`src/rtl/pc_stack_sequencer_pkg.sv`:
```
// Shared definitions for the PC return-stack sequencer and its counter.
package pc_stack_sequencer_pkg;

  typedef logic [7:0]  BYTE;
  typedef logic        CONTROL;
  typedef logic [15:0] PROGRAM_COUNTER;

  typedef enum logic [1:0] {
    PUSH = 2'b00,
    POP  = 2'b01,
    PEEK = 2'b10,
    DROP = 2'b11
  } STACK_OP;

  typedef enum logic [3:0] {
    S_IDLE,
    S_PUSH_HI,
    S_PUSH_LO,
    S_RD_LO,
    S_RD_HI,
    S_CAP_HI,
    S_LOAD,
    S_DONE,
    S_ERR
  } SEQ_STATE;

  // Byte address of the upper byte of stack entry idx.
  function automatic PROGRAM_COUNTER entry_addr(input PROGRAM_COUNTER base,
                                                input PROGRAM_COUNTER idx);
    return base + (idx << 1);
  endfunction

endpackage

```
`src/rtl/pc_stack_sequencer_stack_counter.sv`:
```
// Entry counter for the return stack: up/down count, full/empty flags and
// the byte addresses of the current top entry and the next free entry.
module stack_counter
  import pc_stack_sequencer_pkg::*;
#(
  parameter PROGRAM_COUNTER STACK_BASE  = 16'hFF00,
  parameter int unsigned    STACK_DEPTH = 128
) (
  input  logic                               clock,
  input  logic                               reset,
  input  logic                               inc,
  input  logic                               dec,
  output logic [$clog2(STACK_DEPTH+1)-1:0]   count,
  output logic                               empty,
  output logic                               full,
  output PROGRAM_COUNTER                     top_addr,
  output PROGRAM_COUNTER                     next_addr
);

  localparam int unsigned CW = $clog2(STACK_DEPTH + 1);

  // Entry count register; inc and dec are never requested together.
  always_ff @(posedge clock or posedge reset) begin
    if (reset) begin
      count <= '0;
    end else if (inc && !dec) begin
      count <= count + CW'(1);
    end else if (dec && !inc) begin
      count <= count - CW'(1);
    end
  end

  // Flags and entry addresses derived from the count.
  always_comb begin
    empty     = (count == '0);
    full      = (count == CW'(STACK_DEPTH));
    next_addr = entry_addr(STACK_BASE, PROGRAM_COUNTER'(count));
    top_addr  = next_addr - 16'd2;
  end

endmodule

```
`src/rtl/pc_stack_sequencer.sv`:
```
// Byte-serial PC save/restore sequencer between the datapath and a return
// stack in data memory. Drives the cache unit's loader_select, memory
// address/strobes and the PC load strobe.
module pc_stack_sequencer
  import pc_stack_sequencer_pkg::*;
#(
  parameter PROGRAM_COUNTER STACK_BASE  = 16'hFF00,
  parameter int unsigned    STACK_DEPTH = 128
) (
  input  logic                             clock,
  input  logic                             reset,
  input  logic                             cmd_valid,
  input  logic [1:0]                       cmd_op,
  output logic                             cmd_ready,
  output CONTROL                           loader_select,
  output PROGRAM_COUNTER                   mem_addr,
  output logic                             mem_write_en,
  output logic                             mem_read_en,
  output logic                             pc_load_en,
  output logic                             done,
  output logic                             error,
  output logic [$clog2(STACK_DEPTH+1)-1:0] stack_count,
  output logic                             empty,
  output logic                             full
);

  SEQ_STATE       state, state_next;
  STACK_OP        op_q;
  STACK_OP        op_in;
  logic           accept;
  logic           err_cond;
  logic           cnt_inc, cnt_dec;
  PROGRAM_COUNTER top_addr, next_addr;

  stack_counter #(
    .STACK_BASE  (STACK_BASE),
    .STACK_DEPTH (STACK_DEPTH)
  ) u_counter (
    .clock     (clock),
    .reset     (reset),
    .inc       (cnt_inc),
    .dec       (cnt_dec),
    .count     (stack_count),
    .empty     (empty),
    .full      (full),
    .top_addr  (top_addr),
    .next_addr (next_addr)
  );

  // Acceptance, error detection and counter steering.
  always_comb begin
    op_in    = STACK_OP'(cmd_op);
    accept   = (state == S_IDLE) && cmd_valid;
    err_cond = (op_in == PUSH) ? full : empty;
    cnt_inc  = (state == S_PUSH_LO);
    // DROP retires the entry on the accepting edge; POP retires it on LOAD.
    cnt_dec  = ((state == S_LOAD) && (op_q == POP)) ||
               (accept && (op_in == DROP) && !err_cond);
  end

  // State register and command latch; the op is captured only on acceptance.
  always_ff @(posedge clock or posedge reset) begin
    if (reset) begin
      state <= S_IDLE;
      op_q  <= PUSH;
    end else begin
      state <= state_next;
      if (accept) begin
        op_q <= op_in;
      end
    end
  end

  // Next-state logic.
  always_comb begin
    state_next = state;
    case (state)
      S_IDLE: begin
        if (cmd_valid) begin
          if (err_cond) begin
            state_next = S_ERR;
          end else begin
            case (op_in)
              PUSH:      state_next = S_PUSH_HI;
              POP, PEEK: state_next = S_RD_LO;
              default:   state_next = S_DONE;
            endcase
          end
        end
      end
      S_PUSH_HI: state_next = S_PUSH_LO;
      S_PUSH_LO: state_next = S_DONE;
      S_RD_LO:   state_next = S_RD_HI;
      S_RD_HI:   state_next = S_CAP_HI;
      S_CAP_HI:  state_next = S_LOAD;
      S_LOAD:    state_next = S_DONE;
      S_DONE:    state_next = S_IDLE;
      S_ERR:     state_next = S_IDLE;
      default:   state_next = S_IDLE;
    endcase
  end

  // Output decode from the registered state only.
  always_comb begin
    cmd_ready     = 1'b0;
    loader_select = 1'b0;
    mem_addr      = STACK_BASE;
    mem_write_en  = 1'b0;
    mem_read_en   = 1'b0;
    pc_load_en    = 1'b0;
    done          = 1'b0;
    error         = 1'b0;
    case (state)
      S_IDLE:    cmd_ready = 1'b1;
      S_PUSH_HI: begin
        mem_addr      = next_addr;
        mem_write_en  = 1'b1;
        loader_select = 1'b1;
      end
      S_PUSH_LO: begin
        mem_addr     = next_addr + 16'd1;
        mem_write_en = 1'b1;
      end
      S_RD_LO: begin
        mem_addr    = top_addr + 16'd1;
        mem_read_en = 1'b1;
      end
      S_RD_HI: begin
        mem_addr    = top_addr;
        mem_read_en = 1'b1;
      end
      S_CAP_HI:  loader_select = 1'b1;
      S_LOAD:    pc_load_en = 1'b1;
      S_DONE:    done = 1'b1;
      S_ERR: begin
        done  = 1'b1;
        error = 1'b1;
      end
      default: ;
    endcase
  end

endmodule

```
`config.mk`:
```
export PLATFORM = sky130hd
export DESIGN_NAME = pc_stack_sequencer
export DESIGN_NICKNAME = d
export VERILOG_FILES = /design/src/rtl/pc_stack_sequencer_pkg.sv /design/src/rtl/pc_stack_sequencer_stack_counter.sv /design/src/rtl/pc_stack_sequencer.sv
export SDC_FILE = /design/constraint.sdc
export NUM_CORES = 1
export LEC_CHECK = 0
export ABC_AREA = 1
export CORE_MARGIN = 10
export CORE_UTILIZATION = 43
export DETAILED_ROUTE_END_ITERATION = 7
export MAX_ROUTING_LAYER = met4
export PLACE_DENSITY = 0.76
export SYNTH_ARGS = -nofsm -noshare
export SYNTH_HDL_FRONTEND = slang
export SYNTH_SLANG_ARGS = --single-unit
```
`constraint.sdc`:
```
create_clock -name clock -period 2.7 [get_ports clock]
set_input_delay 0.54 -clock clock [delete_from_list [all_inputs] [get_ports clock]]
set_output_delay 0.54 -clock clock [all_outputs]
set_load 0.05 [all_outputs]
```
## Yosys cells after proc, flatten, opt, wreduce, memory -nomap -nowiden

Index checks and enable logic that the tools add are counted.

| storage, ports and cells | value |
|---|---|
| register bits after elaboration | 14 |
| latch bits | 0 |
| memory bits (writable) | 0 |
| ROM bits | 0 |
| bits of input ports | 5 |
| logic and storage cells | 58 |
| memories kept | 0 |

| operators by class | value |
|---|---|
| add/subtract/negate cells | 6 |
| $mul | 0 |
| divide/modulo/power cells | 0 |
| $lt $le $gt $ge | 0 |
| eq/ne operators | 14 |
| shifts and indexed selects | 0 |
| mux-type cells | 15 |
| bitwise logic cells | 0 |
| reductions and logical operators | 20 |

Operators with widths:

| cell | number |
|---|---|
| 16-bit one-hot mux with 4 select lines | 1 |
| 16-bit by 1-bit adder with 16-bit output (second input constant) | 2 |
| 4-bit one-hot mux with 6 select lines | 1 |
| 4-bit by 3-bit equality test with 1-bit output (second input constant) | 4 |
| 8-bit two-way mux | 2 |
| 16-bit by 2-bit subtractor with 16-bit output (second input constant) | 1 |
| 2-bit OR reduction | 6 |
| 9-bit by 10-bit adder with 11-bit output (first input constant) | 1 |
| 8-bit by 1-bit adder with 8-bit output (second input constant) | 1 |
| 4-bit by 2-bit equality test with 1-bit output (second input constant) | 2 |
| 8-bit equality test (second input constant) | 1 |
| 8-bit logical NOT | 1 |
| 1-bit two-way mux | 8 |
| 4-bit two-way mux | 2 |
| 8-bit by 1-bit subtractor with 8-bit output (second input constant) | 1 |
| 1-bit logical AND | 6 |
| 3-bit one-hot mux with 2 select lines | 1 |
| 2-bit by 1-bit equality test with 1-bit output (second input constant) | 2 |
| 2-bit equality test (second input constant) | 2 |
| 4-bit by 1-bit equality test with 1-bit output (second input constant) | 1 |
| 4-bit equality test (second input constant) | 1 |
| 4-bit logical NOT | 1 |
| 1-bit logical NOT | 3 |
| 2-bit logical NOT | 1 |
| 3 further kinds | 3 |

## Depth between registers and ports, before layout

| logic depth | value |
|---|---|
| word-level depth | 8 |
| gate-level depth with buffers | 20 |
| depth with buffers taken out | 20 |

## Hierarchy

Synthesis repeated with hierarchy kept, for this count alone.

| second synthesis, totals | value |
|---|---|
| cells, all modules | 430 |
| area total of the unflattened synthesis | 2496.1 um2 |

Modules (own cells, without submodules):

| module | instances | cells each | area each (um2) | seq. area each (um2) |
|---|---|---|---|---|
| pc_stack_sequencer | 1 | 293 | 1540.2 | 150.1 |
| stack_counter | 1 | 137 | 955.9 | 200.2 |

## Worst setup path before layout

OpenSTA, ideal clock, no wires.

| timing | value |
|---|---|
| kind | register to output |
| from | reg u_counter.count[0] |
| to | out mem_addr[11] |
| data arrival time | 2532 ps |
| required time | 2160 ps |
| setup slack | -372 ps |
| stages on the path, launching flop included | 9 |
| cell sequence | dfrtp_1 inv_1 ha_1 nand2_1 nor2_1 nand2_1 nor2_1 nand2_1 nand2_1 |

| between the ends | value |
|---|---|
| word-level cells in the longest chain between the ends | 4 |
| elaborated cells between the ends (all ways) | 5 |
| classes of those cells | add/sub (4); mux (1) |

Ends and longest elaborated chain:

| element | RTL line | RTL |
|---|---|---|
| from (decl) | pc_stack_sequencer_stack_counter.sv:13 | `output logic [$clog2(STACK_DEPTH+1)-1:0] count,` |
| from (signal assigned) | pc_stack_sequencer_stack_counter.sv:27 | `count <= count + CW'(1);` |
| from (signal assigned) | pc_stack_sequencer_stack_counter.sv:29 | `count <= count - CW'(1);` |
| 9-bit by 10-bit adder with 11-bit output | pc_stack_sequencer_pkg.sv:30 | `return base + (idx << 1);` |
| 16-bit by 2-bit subtractor with 16-bit output | pc_stack_sequencer_stack_counter.sv:38 | `top_addr = next_addr - 16'd2;` |
| via top_addr[1] | pc_stack_sequencer.sv:33 | `PROGRAM_COUNTER top_addr, next_addr;` |
| 16-bit by 1-bit adder with 16-bit output | pc_stack_sequencer.sv:125 | `mem_addr = top_addr + 16'd1;` |
| 16-bit one-hot mux with 4 select lines | pc_stack_sequencer.sv:113 | `case (state)` |
| to (decl) | pc_stack_sequencer.sv:16 | `output PROGRAM_COUNTER mem_addr,` |

The timed path passes the listed nets, and every way through them passes these cells.

## Worst setup path in the final report

| timing | value |
|---|---|
| from | reg state[2] |
| to | out mem_read_en |

| between the ends | value |
|---|---|
| word-level cells in the longest chain between the ends | 3 |
| elaborated cells between the ends (all ways) | 4 |
| classes of those cells | eq/ne (2); mux (1); reduce/logical (1) |

Ends and longest elaborated chain:

| element | RTL line | RTL |
|---|---|---|
| from (decl) | pc_stack_sequencer.sv:27 | `SEQ_STATE state, state_next;` |
| from (signal assigned) | pc_stack_sequencer.sv:67 | `state <= state_next;` |
| 4-bit by 3-bit equality test with 1-bit output or 4-bit by 2-bit equality test with 1-bit output (tied branches) | pc_stack_sequencer.sv:113 |  |
| 2-bit OR reduction (no line) * | - |  |
| 1-bit two-way mux * | pc_stack_sequencer.sv:113 |  |
| to (decl) | pc_stack_sequencer.sv:18 | `output logic mem_read_en,` |

Every way passes the cells marked *; elsewhere a longest branch is shown, timed or not.

==> impl_metrics.yaml <==
sta:
  worst_slack_ps: 116
  fin_crit_sh_pct: 95.7
  relSlewSlack_pct: 60.9
  drv_slew: 0
  max_freq_mhz: 387
  worst_pin_slew_ps: 585
  layout_min_cycle_time_ps: 2580
  hold_violations: 0
  finalSetupViolCount: 0
  fin_skew_ps: 0.474
die:
  fp.dieW_um: 76.5
  start_util_pct: 44.9
  pin_count: 38
  die_h_um: 76.5
  placement_rows: 20
  core_um2: 3050
  die_area_um2: 5850
cts:
  cts_root_buf: "clkbuf_4"
  cts_hold_buf: 0
  cts_tree: "built"
  clk_pin_slew_worst_paths_ps: 90
  htreeDepth: 1
  clock_sinks: 14
  cts_buffers: 3
  clock_path_buffers: 2
  post_cts_buffers: 0
  worstSkewPairLatency_ps: 290
drt:
  dr.pass1.iters: 4
  ant_nets: 0
  viasPerCell: 5.14
  drt_iter0_drc: 121
  vias: 1613
  drc: 0
  wl_per_cell_um: 13.9
  drt_wl_total_mm: 4.38
synth:
  synth.cell_area_um2: 1370
  yosysWarningCount: 0
  netlist_instances: 208
  ys_ff_latch: 14
  avgSynthCellArea_um2: 6.59
  yosysSeqAreaShare_pct: 25.5
  ys_types: 26
  synth_fp_nets: 222
placed_design:
  place.gp.congestion: 0.836
  place_ws_ps: -238
  io_buffers: 37
  dp_hpwl_mm: 3.33
finish:
  n_antenna_cell: 0
  fin_util_pct: 71.0
  nNetsFinal: 285
  mostFrequentLayoutCells: "nand2_1 (45), buf_4 (34), inv_1 (28)"
  drive_gt1_share_pct: 35.2
  layout_commonest_cell: "nand2_1"
  syn_to_final_growth_pct: 58.0
critical_path:
  path_class: "flip-flop to output pin"
  cp_max_fo: 8
  worst_setup_path_start_kind: "flip-flop"
  arrival_ps: 2040
  required_ps: 2160
  end_kind: "output pin"
min_path:
  hold_class: "flip-flop to flip-flop"
grt:
  grt_util_met1_pct: 17.5
  grt_use_met2_pct: 22.2
  grt_pass1_wl_mm: 6.82
  top_usage_layer: "met2"
  first_global_vias: 1520
  antenna_found_initial: 0
  grt.met3_usage_pct: 2.59
  grt_max_degree: 15
  grt_usage_pct: 13.9
  overflow: 0
run:
  drv_cap: 0
status:
  status: "finished, final reports clean"
## cells by family (layout without fill, tap and decap cells)
family          after synthesis  after routing  synth area share [%]
simple gates                112            112                  39.8
buf+inv                      40            102                  10.9
compound gates               28             28                  11.8
flops                        14             14                  25.5
fa+ha+maj                     9              9                  8.76
xor+xnor                      5              5                  3.19
## per-stage QoR
stage / hold WS [ps] / cell area, um2 / TNS [ps] / instances
after floorplan: 429 / 1380 / 0 / 208
after CTS: 524 / 2030 / -29.7 / 314
after detailed placement: 504 / 1990 / -815 / 310
after global routing: 573 / 2170 / -27.8 / 314
after global placement: 496 / 1990 / -522 / 310
final: 518 / 2170 / 0 / 314
## timing repair
| action | in CTS | in global routing |
|---|---|---|
| gates cloned | 0 | 0 |
| resized for setup | 1 | 30 |
| pin swaps | 0 | 2 |
| setup endpoints to repair | 4 | 6 |
## routing by layer
| metal | wire length (um) | part of all wire, % |
|---|---|---|
| met1 | 2010 | 46 |
| met2 | 2080 | 47 |
| met3 | 251 | 5.7 |
| met4 | 35 | 0.80 |
| met5 | 0 | 0 |
## synth_stat cells, drive strengths merged
cell | n | area share (%)
nand2 | 54 | 17
and2 | 1 | 0.46
clkbuf | 1 | 0.27
inv | 39 | 11
xnor2 | 3 | 1.9
xor2 | 2 | 1.3
nand3 | 18 | 7.8
fa | 1 | 1.5
a21oi | 11 | 4.8
dfrtp | 14 | 26
nor2 | 29 | 10
nand4 | 4 | 1.8
nor3 | 6 | 2.6
o22ai | 8 | 3.6
o21ai | 9 | 3.3
ha | 8 | 7.3
## cell type report
class / count / area, um2
Sequential cell: 14 / 353
Timing Repair Buffer: 59 / 561
Tap cell: 44 / 55.1
Inverter: 39 / 154
Multi-Input combinational cell: 154 / 1010
Clock buffer: 4 / 36.3
Fill cell: 250 / 886
## final timing paths
check,from,endpoint,slack [ps],cells past startpoint
max in group asynchronous,reset,u_counter.count[1],1690,2
hold reg to reg,op_q[0],op_q[0],520,2
hold / removal,op_q[0],op_q[0],520,2
setup reg to reg,u_counter.count[0],u_counter.count[7],140,20
min in group asynchronous,reset,op_q[0],590,2
setup / recovery,state[2],mem_read_en,120,4
## state kept, by name, indices dropped and copies added, names as in the netlist
name / cells
u_counter.count: 8
state: 4
op_q: 2
## critical path, cell delays in order, from the launching register on
cell             delay, ps
dfrtp_1                440
nor2_2                 190
nand3_1                100
nand2_2                180
clkdlybuf4s50_1        840
Power is left out: the tool's default activity adds up to more than one toggle a clock period on the data nets, which glitch-free logic cannot reach.
